--- config.mk ---
export PLATFORM = sky130hd
export DESIGN_NAME = alu_cmd_sequencer
export DESIGN_NICKNAME = d
export VERILOG_FILES = /design/src/rtl/alu_pkg.sv /design/src/rtl/alu_op_decoder.sv /design/src/rtl/alu_cmd_sequencer.sv
export SDC_FILE = /design/constraint.sdc
export NUM_CORES = 1
export LEC_CHECK = 0
export BUFFER_PORTS_ARGS = -buffer_cell sky130_fd_sc_hd__buf_2
export CAP_MARGIN = 40
export CELL_PAD_IN_SITES_DETAIL_PLACEMENT = 0
export CELL_PAD_IN_SITES_GLOBAL_PLACEMENT = 1
export CORE_ASPECT_RATIO = 1.5
export CORE_MARGIN = 5
export CORE_UTILIZATION = 33
export DETAILED_ROUTE_END_ITERATION = 7
export PLACE_DENSITY = 0.8
export SLEW_MARGIN = 20
export SYNTH_ARGS = -nofsm -noshare
export SYNTH_HDL_FRONTEND = slang
export SYNTH_SLANG_ARGS = --single-unit
--- constraint.sdc ---
create_clock -name clk -period 3.5 [get_ports clk]
set_input_delay 0.175 -clock clk [delete_from_list [all_inputs] [get_ports clk]]
set_output_delay 0.175 -clock clk [all_outputs]
set_load 0.01 [all_outputs]
--- src/rtl/alu_pkg.sv ---
// Shared definitions for the ALU command path: opcodes, result-mux width,
// the divide-by-zero result pattern and the sequencer state encoding.
package alu_pkg;

  localparam int NUM_SEL = 16;

  localparam logic [3:0] OP_ADD  = 4'd0;
  localparam logic [3:0] OP_SUB  = 4'd1;
  localparam logic [3:0] OP_MULT = 4'd2;
  localparam logic [3:0] OP_DIV  = 4'd3;
  localparam logic [3:0] OP_SLL  = 4'd4;
  localparam logic [3:0] OP_SRL  = 4'd5;
  localparam logic [3:0] OP_AND  = 4'd6;
  localparam logic [3:0] OP_OR   = 4'd7;
  localparam logic [3:0] OP_XOR  = 4'd8;
  localparam logic [3:0] OP_NOT  = 4'd9;
  localparam logic [3:0] OP_NAND = 4'd10;
  localparam logic [3:0] OP_NOR  = 4'd11;
  localparam logic [3:0] OP_LAST_LEGAL = 4'd11;

  localparam logic [31:0] DIV0_RESULT = 32'hFFFF_FFFF;

  typedef enum logic [1:0] {
    ST_IDLE  = 2'd0,
    ST_DRIVE = 2'd1,
    ST_RESP  = 2'd2
  } seq_state_e;

endpackage

--- src/rtl/alu_op_decoder.sv ---
// Combinational opcode decoder: one-hot result-mux select plus an error flag
// for reserved opcodes and divide-by-zero. The select is all-zero on error.
module alu_op_decoder
  import alu_pkg::*;
(
  input  logic [3:0]         op_i,
  input  logic [15:0]        b_i,
  output logic [NUM_SEL-1:0] sel_o,
  output logic               err_o
);

  assign err_o = (op_i > OP_LAST_LEGAL) || ((op_i == OP_DIV) && (b_i == 16'd0));

  always_comb begin
    // NOTE: default every always_comb output first so no path infers a latch.
    sel_o = '0;
    if (!err_o) sel_o[op_i] = 1'b1;
  end

endmodule

--- src/rtl/alu_cmd_sequencer.sv ---
// Command front-end for the combinational ALU: accepts a command, drives the
// operands and one-hot select for a settle window, then returns the result.
module alu_cmd_sequencer
  import alu_pkg::*;
#(
  parameter int SETTLE_CYCLES = 1
) (
  input  logic        clk,
  input  logic        rst_n,
  input  logic        cmd_valid,
  output logic        cmd_ready,
  input  logic [3:0]  cmd_op,
  input  logic [15:0] cmd_a,
  input  logic [15:0] cmd_b,
  output logic [15:0] alu_a,
  output logic [15:0] alu_b,
  output logic [15:0] alu_sel,
  input  logic [31:0] alu_result,
  input  logic        alu_overflow,
  output logic        rsp_valid,
  input  logic        rsp_ready,
  output logic [31:0] rsp_data,
  output logic [3:0]  rsp_op,
  output logic        rsp_ovf,
  output logic        rsp_err,
  output logic        busy
);

  localparam logic [3:0] SETTLE_LOAD = 4'(SETTLE_CYCLES - 1);

  seq_state_e         state_q;
  logic [3:0]         cnt_q;
  logic               err_q;
  logic               cmd_ready_q;
  logic               busy_q;
  logic [15:0]        alu_a_q;
  logic [15:0]        alu_b_q;
  logic [NUM_SEL-1:0] alu_sel_q;
  logic               rsp_valid_q;
  logic [31:0]        rsp_data_q;
  logic [3:0]         rsp_op_q;
  logic               rsp_ovf_q;
  logic               rsp_err_q;

  logic [NUM_SEL-1:0] dec_sel;
  logic               dec_err;
  logic [31:0]        rsp_data_d;
  logic               rsp_ovf_d;

  alu_op_decoder u_dec (
    .op_i  (cmd_op),
    .b_i   (cmd_b),
    .sel_o (dec_sel),
    .err_o (dec_err)
  );

  // rsp_op_q already holds the in-flight opcode while in DRIVE.
  always_comb begin
    rsp_data_d = alu_result;
    if (err_q) rsp_data_d = (rsp_op_q == OP_DIV) ? DIV0_RESULT : 32'd0;
    case (rsp_op_q)
      OP_ADD:  rsp_ovf_d = alu_overflow;
      OP_SUB:  rsp_ovf_d = (alu_a_q < alu_b_q);
      default: rsp_ovf_d = 1'b0;
    endcase
  end

  // NOTE: sequential state uses non-blocking assignments only, so every
  // register samples pre-edge values regardless of statement order.
  always_ff @(posedge clk or negedge rst_n) begin
    if (!rst_n) begin
      state_q     <= ST_IDLE;
      cnt_q       <= '0;
      err_q       <= 1'b0;
      cmd_ready_q <= 1'b1;
      busy_q      <= 1'b0;
      alu_a_q     <= '0;
      alu_b_q     <= '0;
      alu_sel_q   <= '0;
      rsp_valid_q <= 1'b0;
      rsp_data_q  <= '0;
      rsp_op_q    <= '0;
      rsp_ovf_q   <= 1'b0;
      rsp_err_q   <= 1'b0;
    end else begin
      case (state_q)
        ST_IDLE: begin
          if (cmd_valid) begin
            alu_a_q     <= cmd_a;
            alu_b_q     <= cmd_b;
            rsp_op_q    <= cmd_op;
            err_q       <= dec_err;
            alu_sel_q   <= dec_sel;
            cnt_q       <= SETTLE_LOAD;
            cmd_ready_q <= 1'b0;
            busy_q      <= 1'b1;
            state_q     <= ST_DRIVE;
          end
        end
        ST_DRIVE: begin
          if (cnt_q == 4'd0) begin
            rsp_data_q  <= rsp_data_d;
            rsp_ovf_q   <= rsp_ovf_d;
            rsp_err_q   <= err_q;
            alu_sel_q   <= '0;
            rsp_valid_q <= 1'b1;
            state_q     <= ST_RESP;
          end else begin
            cnt_q <= cnt_q - 4'd1;
          end
        end
        ST_RESP: begin
          if (rsp_ready) begin
            rsp_valid_q <= 1'b0;
            cmd_ready_q <= 1'b1;
            busy_q      <= 1'b0;
            state_q     <= ST_IDLE;
          end
        end
        default: state_q <= ST_IDLE;
      endcase
    end
  end

  assign cmd_ready = cmd_ready_q;
  assign busy      = busy_q;
  assign alu_a     = alu_a_q;
  assign alu_b     = alu_b_q;
  assign alu_sel   = alu_sel_q;
  assign rsp_valid = rsp_valid_q;
  assign rsp_data  = rsp_data_q;
  assign rsp_op    = rsp_op_q;
  assign rsp_ovf   = rsp_ovf_q;
  assign rsp_err   = rsp_err_q;

endmodule

==> results of run 1 <==
==> how the worst max path moves through the flow <==
stage	start	end
after global placement	cnt_q[0]$_DFFE_PN0P_	rsp_ovf$_DFFE_PN0P_
after global routing	cnt_q[0]$_DFFE_PN0P_	rsp_ovf$_DFFE_PN0P_
after floorplan	alu_a[11]$_DFFE_PN0P_	rsp_ovf$_DFFE_PN0P_
after CTS	cnt_q[0]$_DFFE_PN0P_	rsp_ovf$_DFFE_PN0P_
final	cnt_q[0]$_DFFE_PN0P_	rsp_ovf$_DFFE_PN0P_
after detailed placement	cnt_q[0]$_DFFE_PN0P_	rsp_ovf$_DFFE_PN0P_
==> power by group <==
part           total, mW  internal (mW)  switching, mW  leakage, nW
clock               1.07          0.665          0.403        0.160
sequential          1.84           1.54          0.302         1.22
combinational       2.11          0.882           1.23         1.67
==> synthesized netlist by cell type (2+ instances only) <==
cell,instances,share of area
and4_1,2,0.0040
dfrtp_1,95,0.54
clkbuf_1,12,0.010
buf_2,11,0.013
nor2_1,8,0.0069
nand3b_1,33,0.057
xor2_1,2,0.0040
and2_1,6,0.0086
o31ai_1,2,0.0034
and3_1,2,0.0029
nand2b_1,4,0.0057
nand3_1,41,0.047
a21oi_1,5,0.0057
nor4_1,4,0.0057
a21o_1,2,0.0034
o21ai_0,25,0.029
o21a_1,2,0.0034
nor2_2,2,0.0029
nor2b_1,3,0.0043
inv_1,20,0.017
or2_1,2,0.0029
ha_1,17,0.049
nand2_1,126,0.11
o41ai_1,4,0.0080
==> state kept, by name, summed over array words and instances (netlist names) <==
| register | cells |
|---|---|
| alu_a | 16 |
| alu_b | 16 |
| alu_sel | 16 |
| busy | 1 |
| cmd_ready | 1 |
| cnt_q | 4 |
| err_q | 1 |
| rsp_data | 32 |
| rsp_err | 1 |
| rsp_op | 4 |
| rsp_ovf | 1 |
| rsp_valid | 1 |
| state_q | 2 |
==> worst max-delay path: stages (launching register included) <==
cell,delay (ns)
dfrtp_1,0.41
inv_1,0.09
ha_1,0.21
nand4bb_4,0.13
or2_1,0.29
buf_8,0.19
buf_4,0.18
a2111o_1,0.29
o21ai_1,0.12
==> area by class of cell <==
class                           count  area (um^2)
Inverter                           20         75.1
Clock inverter                      3         65.1
Tap cell                          159          199
Fill cell                        1335         7340
Timing Repair Buffer              171          901
Sequential cell                    96         2400
Clock buffer                       13          260
Multi-Input combinational cell    311         1780
==> layer usage <==
| metal | up-vias | GRT usage | share of wire |
|---|---|---|---|
| met5 | - | 0 | 0 |
| li1 | 1837 | - | - |
| met3 | 20 | 0.0380 | 0.068 |
| met4 | 0 | 0.0674 | 0.023 |
| met1 | 1794 | 0.198 | 0.42 |
| met2 | 140 | 0.266 | 0.49 |
==> repair_timing <==
| item | 4_1_cts | 5_1_grt |
|---|---|---|
| setup endpoints to repair | 0 | 0 |
| endpoints found under the hold margin | 32 | 0 |
| hold buffers | 1 | 0 |
==> metrics by stage <==
step	cells	util	hold slack [ns]	power (mW)	setup WS, ns
floorplan	453	-	-0.121	3.13	1.73
global placement	754	0.408	0.157	3.90	1.38
detailed placement	754	0.408	0.159	3.97	1.27
CTS	771	0.434	0.0120	5.07	1.25
global route	773	0.436	0.0177	5.42	1.37
finish	773	0.436	0.0259	5.01	1.51
==> logic make-up after synthesis <==
group                      Yosys count
DFF                                 96
and+or+nand+nor                    240
buffers and inverters               46
xor gates and xnor gates             2
adders and majority gates           17
muxes                                1
AOI/OAI and AO/OA                   51
==> key figures, run 1 <==
Job
  – Max Cap Violations: 0

Clock tree
  – CTS H-tree depth: 3
  – Sinks on Clock Net: 96
  – Reg clk slew, reported paths: 0.06 ns
  – Clock buffer depth: 2
  – Root Driver: clkbuf_16
  – Cells resized by post-CTS repair: 0
  – CTS buffer count: 9
  – Post-CTS Setup Bufs: 0
  – Clock tree from TritonCTS: done
  – Worst skew pair latency: 0.34 ns

Worst setup path
  – R2R Path Start: cnt_q[0]$_DFFE_PN0P_
  – Startpoint types: flip-flop
  – Crit path kind: flip-flop to flip-flop
  – R2R Setup Slk: 1.51 ns
  – Cells on worst reg2reg path: 8
  – Data required, critical path: 3.76 ns
  – Setup crit end kind: flip-flop
  – Worst reg2reg path endpoint: rsp_ovf$_DFFE_PN0P_
  – Crit path max fanout: 23
  – Critical Path AT: 2.25 ns

Hold path
  – Hold_sp: cmd_a[6]
  – Hold endpoint: alu_a[6]$_DFFE_PN0P_
  – Hold Path Class: input pin to flip-flop
  – WHS Path Cells: 3

Yosys
  – Main synth FF type: dfrtp_1
  – Synth Cell Area: 4380 um^2
  – Synth Area in Simple Gates: 0.274
  – Avg Cell Area, Syn: 9.66 um^2
  – Main combinational cell family by area after synthesis: simple AND/OR/NAND/NOR gates
  – Xor/xnor share of the synthesized area: 0.00400
  – Post-synth EDFFs: 0
  – Synthesized flop and latch total: 96
  – Post-synth ARST share: 1.00
  – Mux cell area share after synthesis: 0.00229
  – Post-synthesis compound-gate area fraction: 0.0761
  – Yosys warns: 0
  – Seq/Total Area, Yosys: 0.549
  – Adder-Cell Fraction of Synth Area: 0.0486
  – Post-synthesis net count: 543
  – Cells after Synth: 453
  – Yosys cell types: 47

Floorplan
  – Die W: 104 um
  – # rows: 51
  – Initial core utilization: 0.336
  – Die area: 15700 um^2
  – Die Ht: 151 um
  – Core ar.: 13000 um^2
  – # IOs: 162

Final layout
  – Layout area overhead: 29.9%
  – Ant diodes: 0
  – Layout cell share with drive strength beyond 1: 0.311
  – Most common cell after layout, fill and taps aside: buf_2
  – Finished Cell Area: 5680 um^2
  – Most frequent cells in the layout: buf_2 (160), nand2_1 (126), dfrtp_1 (95)
  – Post-layout net count: 699

Timing
  – Pins Over Slew Limit: 0
  – RSZ-0062 raised after global routing: false
  – Worst slew pin tran: 0.545 ns
  – Post-route setup TNS: 0 ns
  – Tcrit/Tclk final: 0.568
  – Relative slew slack: 0.633
  – Skew final: 0.00509 ns
  – Tmin final: 1.99 ns
  – Endpoints failing setup: 0
  – Final hold viol count: 0
  – Fmax: 503 MHz

Route
  – Post-detailed-route via-to-cell ratio: 4.90
  – WL per Instance: 16.0 um
  – DR iter-0 viols: 114
  – Vias: 3791
  – Drt pass-1 iters: 5
  – Final wirelength: 12400 um
  – DR DRC count: 0
  – Antenna Nets Post-Route: 0

Global route
  – Vias in the first global route: 3959
  – Grt ovf: 0
  – Pin count of the biggest net entering global routing: 55
  – First-pass GRT wire length: 20400 um
  – Initial antenna violation count: 0
  – All-Layer GR Usage: 0.159

Placement
  – Hpwl dp: 9290 um
  – Port Buf Inserts: 161
  – Area after DPL: 5320 um^2
  – GP Congestion: 0.792

Status
  – Status: finished, final reports clean

Power and ir drop
  – Pleak: 3.05 nW
  – PD cells: 883 nW/um^2
  – VDD IR-drop max: 0.404 mV
Power figures use the tool's default switching activity.
==> run 2, diff against run 1 <==
--- a/config.mk
+++ b/config.mk
@@ -13,7 +13,7 @@
 export CORE_MARGIN = 5
 export CORE_UTILIZATION = 33
 export DETAILED_ROUTE_END_ITERATION = 7
-export PLACE_DENSITY = 0.8
+export PLACE_DENSITY = 0.83
 export SLEW_MARGIN = 20
 export SYNTH_ARGS = -nofsm -noshare
 export SYNTH_HDL_FRONTEND = slang
==> constraint.sdc (replaced) <==
create_clock -name clk -period 1.8 [get_ports clk]
set_input_delay 0.09 -clock clk [delete_from_list [all_inputs] [get_ports clk]]
set_output_delay 0.09 -clock clk [all_outputs]
set_load 0.01 [all_outputs]
==> run 2 against run 1 <==
  * Clock-buffer cell count is 3 lower
  * Core utilization grew 3.7 points
  * First-iteration DRC count is 40% higher
  * Largest power group unchanged
==> key figures, run 2 (synthesized netlist as in run 1, its figures left out) <==
Timing
  – RSZ-0062 raised after global routing: false
  – Pins Over Slew Limit: 0 (unchanged)
  – PnR worst setup slack: 0.0675 ns (-1.44 ns)
  – Tmin final: 1.73 ns (-0.257 ns)
  – Tcrit/Tclk final: 0.962 (+0.394)
  – Final hold viol count: 0 (unchanged)
  – Fmax: 577 MHz (+15%)
  – Worst slew pin tran: 0.586 ns (+0.0415 ns)
  – Skew final: 0.00732 ns (+0.00223 ns)
  – Relative slew slack: 0.609 (-0.0243)
  – Post-route setup TNS: 0 ns (unchanged)
  – Endpoints failing setup: 0 (unchanged)

Global route
  – Pin count of the biggest net entering global routing: 97 (+76%)
  – Grt ovf: 0 (unchanged)
  – All-Layer GR Usage: 0.167 (+0.00736)
  – Vias in the first global route: 4219 (+6.6%)
  – First-pass GRT wire length: 21300 um (+4.7%)
  – Initial antenna violation count: 0 (unchanged)

Final layout
  – FF/Latch Area: 2400 um^2 (unchanged)
  – Most common cell after layout, fill and taps aside: buf_2
  – Layout area overhead: 40.8%
  – Largest register FFs: 32 (unchanged)
  – Multi-input logic area: 1810 um^2 (+1.6%)
  – Layout cell share with drive strength beyond 1: 0.309 (-0.00198)
  – Most frequent cells in the layout: buf_2 (160), nand2_1 (126), dfrtp_1 (95)
  – # fillers: 1252 (-6.2%)
  – Post-layout net count: 745 (+6.6%)
  – Ant diodes: 0 (unchanged)
  – Finished Cell Area: 6160 um^2 (+8.4%)

Clock tree
  – Reg clk slew, reported paths: 0.07 ns (about the same)
  – Clock tree from TritonCTS: done
  – Clock buffer depth: 2 (unchanged)
  – CTS H-tree depth: 3 (unchanged)
  – Worst skew pair latency: 0.34 ns (about the same)
  – Root Driver: clkbuf_16
  – CTS buffer count: 9 (unchanged)
  – Sinks on Clock Net: 96 (unchanged)

Route
  – DR iter-0 viols: 160 (+40%)
  – WL per Instance: 16.0 um (about the same)
  – Post-detailed-route via-to-cell ratio: 4.99 (+1.8%)
  – Antenna Nets Post-Route: 0 (unchanged)
  – Vias: 4090 (+7.9%)
  – Final wirelength: 13100 um (+5.9%)
  – DR DRC count: 0 (unchanged)
  – Drt pass-1 iters: 4 (-1)

Power and ir drop
  – PD cells: 1610 nW/um^2 (+82%)
  – Sw Share: 0.394 (+0.00900)
  – Pleak: 3.25 nW (+6.4%)
  – Clock share of power: 0.197 (-0.016)
  – Combinational share of power: 0.448 (+0.028)
  – VDD IR-drop max: 0.619 mV (+53%)
  – Sequential share of power: 0.355 (-0.012)
  – Int Power: 6.01 mW (+95%)
  – Sw Pwr: 3.91 mW (+100%)

Placement
  – Hpwl dp: 9430 um (+1.5%)
  – Area after DPL: 5380 um^2 (+1.2%)
  – GP Congestion: 0.798 (+0.77%)
  – Port Buf Inserts: 161 (unchanged)
  – Dpl ws: -0.0320 ns (-1.30 ns)

Worst setup path
  – Setup crit end kind: flip-flop
  – Data required, critical path: 2.07 ns (-1.69 ns)
  – Critical Path AT: 2.00 ns (-0.25 ns)
  – Crit path max fanout: 3 (-87%)
  – Worst path cell trace: ha_1, a21o_1, a221o_1, a2111o_1, o21ai_2
  – Crit path kind: flip-flop to flip-flop
  – Slowest stage delay, CP: 0.40 ns (about the same)
  – Startpoint types: flip-flop
  – Cell with the largest stage delay on the worst path: dfrtp_1

Floorplan
  – # IOs: 162 (unchanged)
  – Die W: 104 um (unchanged)
  – Core ar.: 13000 um^2 (unchanged)
  – Die Ht: 151 um (unchanged)
  – Initial core utilization: 0.336 (unchanged)
  – # rows: 51 (unchanged)
  – Die area: 15700 um^2 (unchanged)

Hold path
  – Hold Path Class: input pin to flip-flop

Status
  – Status: finished, final reports clean

Job
  – Max Cap Violations: 0 (unchanged)
run 2: changes by cell type in the layout (fill, tap and decap cells not counted), moves of 2 or more:
cell / previous run / this run
clkinv_4: 0 / 3
clkbuf_1: 2 / 0
buf_4: 8 / 11
dlygate4sd3_1: 1 / 43
buf_12: 0 / 2
run 2: critical path: cells and delay by family, from the launching register on:
| family | cells | cell delay (ns) |
|---|---|---|
| adder cells (fa/ha/maj) | 1 | 0.30 |
| AO/OA/AOI/OAI | 4 | 0.96 |
| flip-flops | 1 | 0.40 |
run 2: final timing paths:
check | from | to | slack [ns] | cells past startpoint
max in group asynchronous | rst_n | rsp_data[6]$_DFFE_PN0P_ | 1.01 | 3
worst max register to register | alu_a[9]$_DFFE_PN0P_ | rsp_ovf$_DFFE_PN0P_ | 0.07 | 5
worst min-delay path | cmd_b[2] | alu_b[2]$_DFFE_PN0P_ | 0.003 | 3
min in group asynchronous | rst_n | rsp_data[7]$_DFFE_PN0P_ | 0.28 | 3
worst max-delay path | alu_a[9]$_DFFE_PN0P_ | rsp_ovf$_DFFE_PN0P_ | 0.07 | 5
worst min register to register | cmd_ready$_DFFE_PN1P_ | cmd_ready$_DFFE_PN1P_ | 0.48 | 2
run 2: layout make-up:
cell class	count	area share
well taps	159	0.0323
inverters	20	0.0122
flip-flops and latches	96	0.390
clock inverters	6	0.0112
repair buffers	217	0.222
multi-input cells	311	0.293
clock buffers	10	0.0388
run 2: metal layers:
metal / global-route usage / up-vias / share of wire
met5: 0 / - / 0
met4: 0.0693 / 0 / 0.025
met3: 0.0358 / 28 / 0.060
met2: 0.282 / 161 / 0.49
met1: 0.206 / 1969 / 0.43
li1: - / 1932 / -
run 2: power groups by stage:
| stage | clock network (mW) | registers, mW | logic [mW] |
|---|---|---|---|
| after CTS | 2.01 | 3.52 | 4.45 |
| after floorplan | 0 | 3.85 | 2.23 |
| after detailed placement | 0 | 3.56 | 4.32 |
| after global routing | 2.10 | 3.63 | 4.97 |
| after global placement | 0 | 3.53 | 4.19 |
| final | 1.95 | 3.52 | 4.44 |
run 2: through the flow:
step | util | hold WS [ns] | cells | power, mW
floorplan | - | -0.206 | 453 | 6.08
global placement | 0.413 | 0.183 | 759 | 7.71
detailed placement | 0.413 | 0.195 | 759 | 7.88
CTS | 0.471 | 0.000498 | 819 | 9.98
global route | 0.473 | 0.0113 | 819 | 10.7
finish | 0.473 | 0.00341 | 819 | 9.92
run 2: what timing repair did:
action,4_1_cts,5_1_grt
pin swaps,1,2
endpoints found under the hold margin,137,0
setup endpoints to repair,1,35
buffers inserted,1,0
hold buffers,43,0
gates resized for setup,2,7
==> run 3, diff against run 2 <==
--- a/config.mk
+++ b/config.mk
@@ -13,7 +13,7 @@
 export CORE_MARGIN = 5
 export CORE_UTILIZATION = 33
 export DETAILED_ROUTE_END_ITERATION = 7
-export PLACE_DENSITY = 0.83
+export PLACE_DENSITY_LB_ADDON = 0.1
 export SLEW_MARGIN = 20
 export SYNTH_ARGS = -nofsm -noshare
 export SYNTH_HDL_FRONTEND = slang
==> run 3 against run 2 <==
  * Clock skew rose by 0.0023 ns
  * Final cell count rose by 0.49%
  * First-iteration DRC count fell by 11%
  * Sequential share of layout area fell by 0.21 points
  * Largest power group unchanged
==> key figures, run 3 (synthesized netlist as in run 1, its figures left out) <==
Status
  – Status: finished, final reports clean

Hold path
  – Hold Path Class: input pin to flip-flop
  – Hold_sp: alu_result[7]
  – WHS Path Cells: 3 (unchanged)
  – Hold endpoint: rsp_data[7]$_DFFE_PN0P_

Global route
  – First-pass GRT wire length: 21200 um (-0.36%)
  – Grt ovf: 0 (unchanged)
  – Pin count of the biggest net entering global routing: 97 (unchanged)
  – All-Layer GR Usage: 0.165 (-0.00150)
  – Initial antenna violation count: 0 (unchanged)
  – Vias in the first global route: 4175 (-1.0%)

Route
  – Drt pass-1 iters: 5 (+1)
  – DR DRC count: 0 (unchanged)
  – WL per Instance: 15.8 um (-1.4%)
  – Antenna Nets Post-Route: 0 (unchanged)
  – Vias: 3950 (-3.4%)
  – Final wirelength: 13000 um (-0.89%)
  – Post-detailed-route via-to-cell ratio: 4.80 (-3.9%)
  – DR iter-0 viols: 143 (-11%)

Power and ir drop
  – VDD IR-drop max: 0.625 mV (+1.0%)
  – Pleak: 3.27 nW (+0.78%)
  – PD cells: 1600 nW/um^2 (-0.86%)
  – Total chip power: 9.88 mW (-0.32%)

Floorplan
  – Core ar.: 13000 um^2 (unchanged)
  – Initial core utilization: 0.336 (unchanged)
  – Die Ht: 151 um (unchanged)
  – Die area: 15700 um^2 (unchanged)
  – # IOs: 162 (unchanged)
  – # rows: 51 (unchanged)
  – Die W: 104 um (unchanged)

Final layout
  – Most common cell after layout, fill and taps aside: buf_2
  – Most frequent cells in the layout: buf_2 (160), nand2_1 (126), dfrtp_1 (95)
  – Ant diodes: 0 (unchanged)
  – Post-layout util: 0.476 (+0.00260)
  – Layout cell share with drive strength beyond 1: 0.312 (+0.00266)
  – Post-layout net count: 749 (+0.54%)
  – Layout area overhead: 41.6%
  – FF/Latch Area: 2400 um^2 (unchanged)
  – Fin cells: 823 (+0.49%)
  – # fillers: 1286 (+2.7%)
  – Largest register FFs: 32 (unchanged)
  – Multi-input logic area: 1800 um^2 (-0.48%)

Worst setup path
  – Slowest stage delay, CP: 0.39 ns (about the same)
  – Worst reg2reg path endpoint: rsp_ovf$_DFFE_PN0P_
  – Startpoint types: flip-flop
  – Worst path cell trace: inv_2, ha_4, a21o_1, a221o_1, a2111o_1, o21ai_1
  – R2R Path Start: alu_b[9]$_DFFE_PN0P_
  – Crit path kind: flip-flop to flip-flop
  – Crit path max fanout: 2 (-1)
  – Cell family with the largest share of critical-path delay: compound AO/OA/AOI/OAI gates
  – Data required, critical path: 2.07 ns (about the same)
  – Critical Path AT: 1.99 ns (about the same)
  – Worst Path Buf+Inv: 1 (+1)
  – Setup crit end kind: flip-flop
  – Cells on worst reg2reg path: 6 (+1)
  – Crit path launch: alu_b[9]$_DFFE_PN0P_
  – Cell with the largest stage delay on the worst path: dfrtp_1
  – R2R Setup Slk: 0.07 ns (about the same)

Job
  – Max Cap Violations: 0 (unchanged)

Placement
  – GP Congestion: 0.754 (-5.5%)
  – Post-Place Cells: 763 (+0.53%)
  – Dpl ws: -0.0229 ns (+0.00911 ns)
  – Hpwl dp: 9300 um (-1.4%)
  – Port Buf Inserts: 161 (unchanged)

Timing
  – Tcrit/Tclk final: 0.959 (-0.00337)
  – Final hold viol count: 0 (unchanged)
  – Tmin final: 1.73 ns (-0.00607 ns)
  – Pins Over Slew Limit: 0 (unchanged)
  – Endpoints failing setup: 0 (unchanged)
  – Fmax: 579 MHz (+0.35%)
  – PnR worst setup slack: 0.0736 ns (+0.00607 ns)
  – Worst slew pin tran: 0.597 ns (+0.0106 ns)
  – Skew final: 0.00962 ns (+0.00230 ns)
  – Hold Slack: 0.0127 ns (+0.00925 ns)
  – RSZ-0062 raised after global routing: true
  – Relative slew slack: 0.598 (-0.0107)

Clock tree
  – Sinks on Clock Net: 96 (unchanged)
  – CTS H-tree depth: 3 (unchanged)
  – Root Driver: clkbuf_16
  – Clock tree from TritonCTS: done
  – Reg clk slew, reported paths: 0.07 ns (about the same)
  – CTS buffer count: 9 (unchanged)
  – Clock buffer depth: 2 (unchanged)
  – Worst skew pair latency: 0.34 ns (about the same)
-- run 3: metal layers --
metal / track usage / vias to the layer above / wire, um
li1: - / 1936 / -
met1: 0.206 / 1885 / 5600
met3: 0.0426 / 8 / 825
met4: 0.0447 / 0 / 125
met5: 0 / - / 0
met2: 0.284 / 121 / 6410
-- run 3: worst max path at each step --
stage | to | depth (start not counted)
2_1_floorplan | rsp_ovf$_DFFE_PN0P_ | 5
3_3_place_gp | rsp_ovf$_DFFE_PN0P_ | 5
3_5_place_dp | rsp_ovf$_DFFE_PN0P_ | 5
4_1_cts | rsp_ovf$_DFFE_PN0P_ | 6
5_1_grt | alu_sel[7]$_DFFE_PN0P_ | 5
6_report | rsp_ovf$_DFFE_PN0P_ | 6
-- run 3: where the power goes --
part	switching, mW	internal [mW]	total, mW	leakage [nW]
clock network	0.836	1.12	1.96	0.153
logic	2.45	1.91	4.36	1.90
registers	0.582	2.98	3.57	1.22
total	3.87	6.01	9.88	3.27
-- run 3: area by class of cell --
cell class / count / share of cell area
timing repair buffer: 221 / 0.228
multi-input combinational: 311 / 0.290
sequential: 96 / 0.388
inverter: 20 / 0.0121
clock inverter: 6 / 0.0107
clock buffer: 10 / 0.0386
tap: 159 / 0.0321
-- run 3: metrics by stage --
stage	cell area, um^2	TNS (ns)
final	6190	0
after global routing	6190	-0.112
after CTS	6170	0
after detailed placement	5430	-0.0229
after global placement	5430	0
after floorplan	4380	0
-- run 3: tightest hold or removal path: cells and delay by family --
| family | cells | cell delay (ns) |
|---|---|---|
| AND/OR/NAND/NOR | 2 | 0.13 |
| buffers and inverters | 1 | 0.08 |
-- run 3: repair_timing --
action	4_1_cts	5_1_grt
hold buffers	42	0
setup endpoints to repair	1	5
setup buffers	1	1
resized for setup	1	4
endpoints found under the hold margin	136	0
pin swaps	0	5
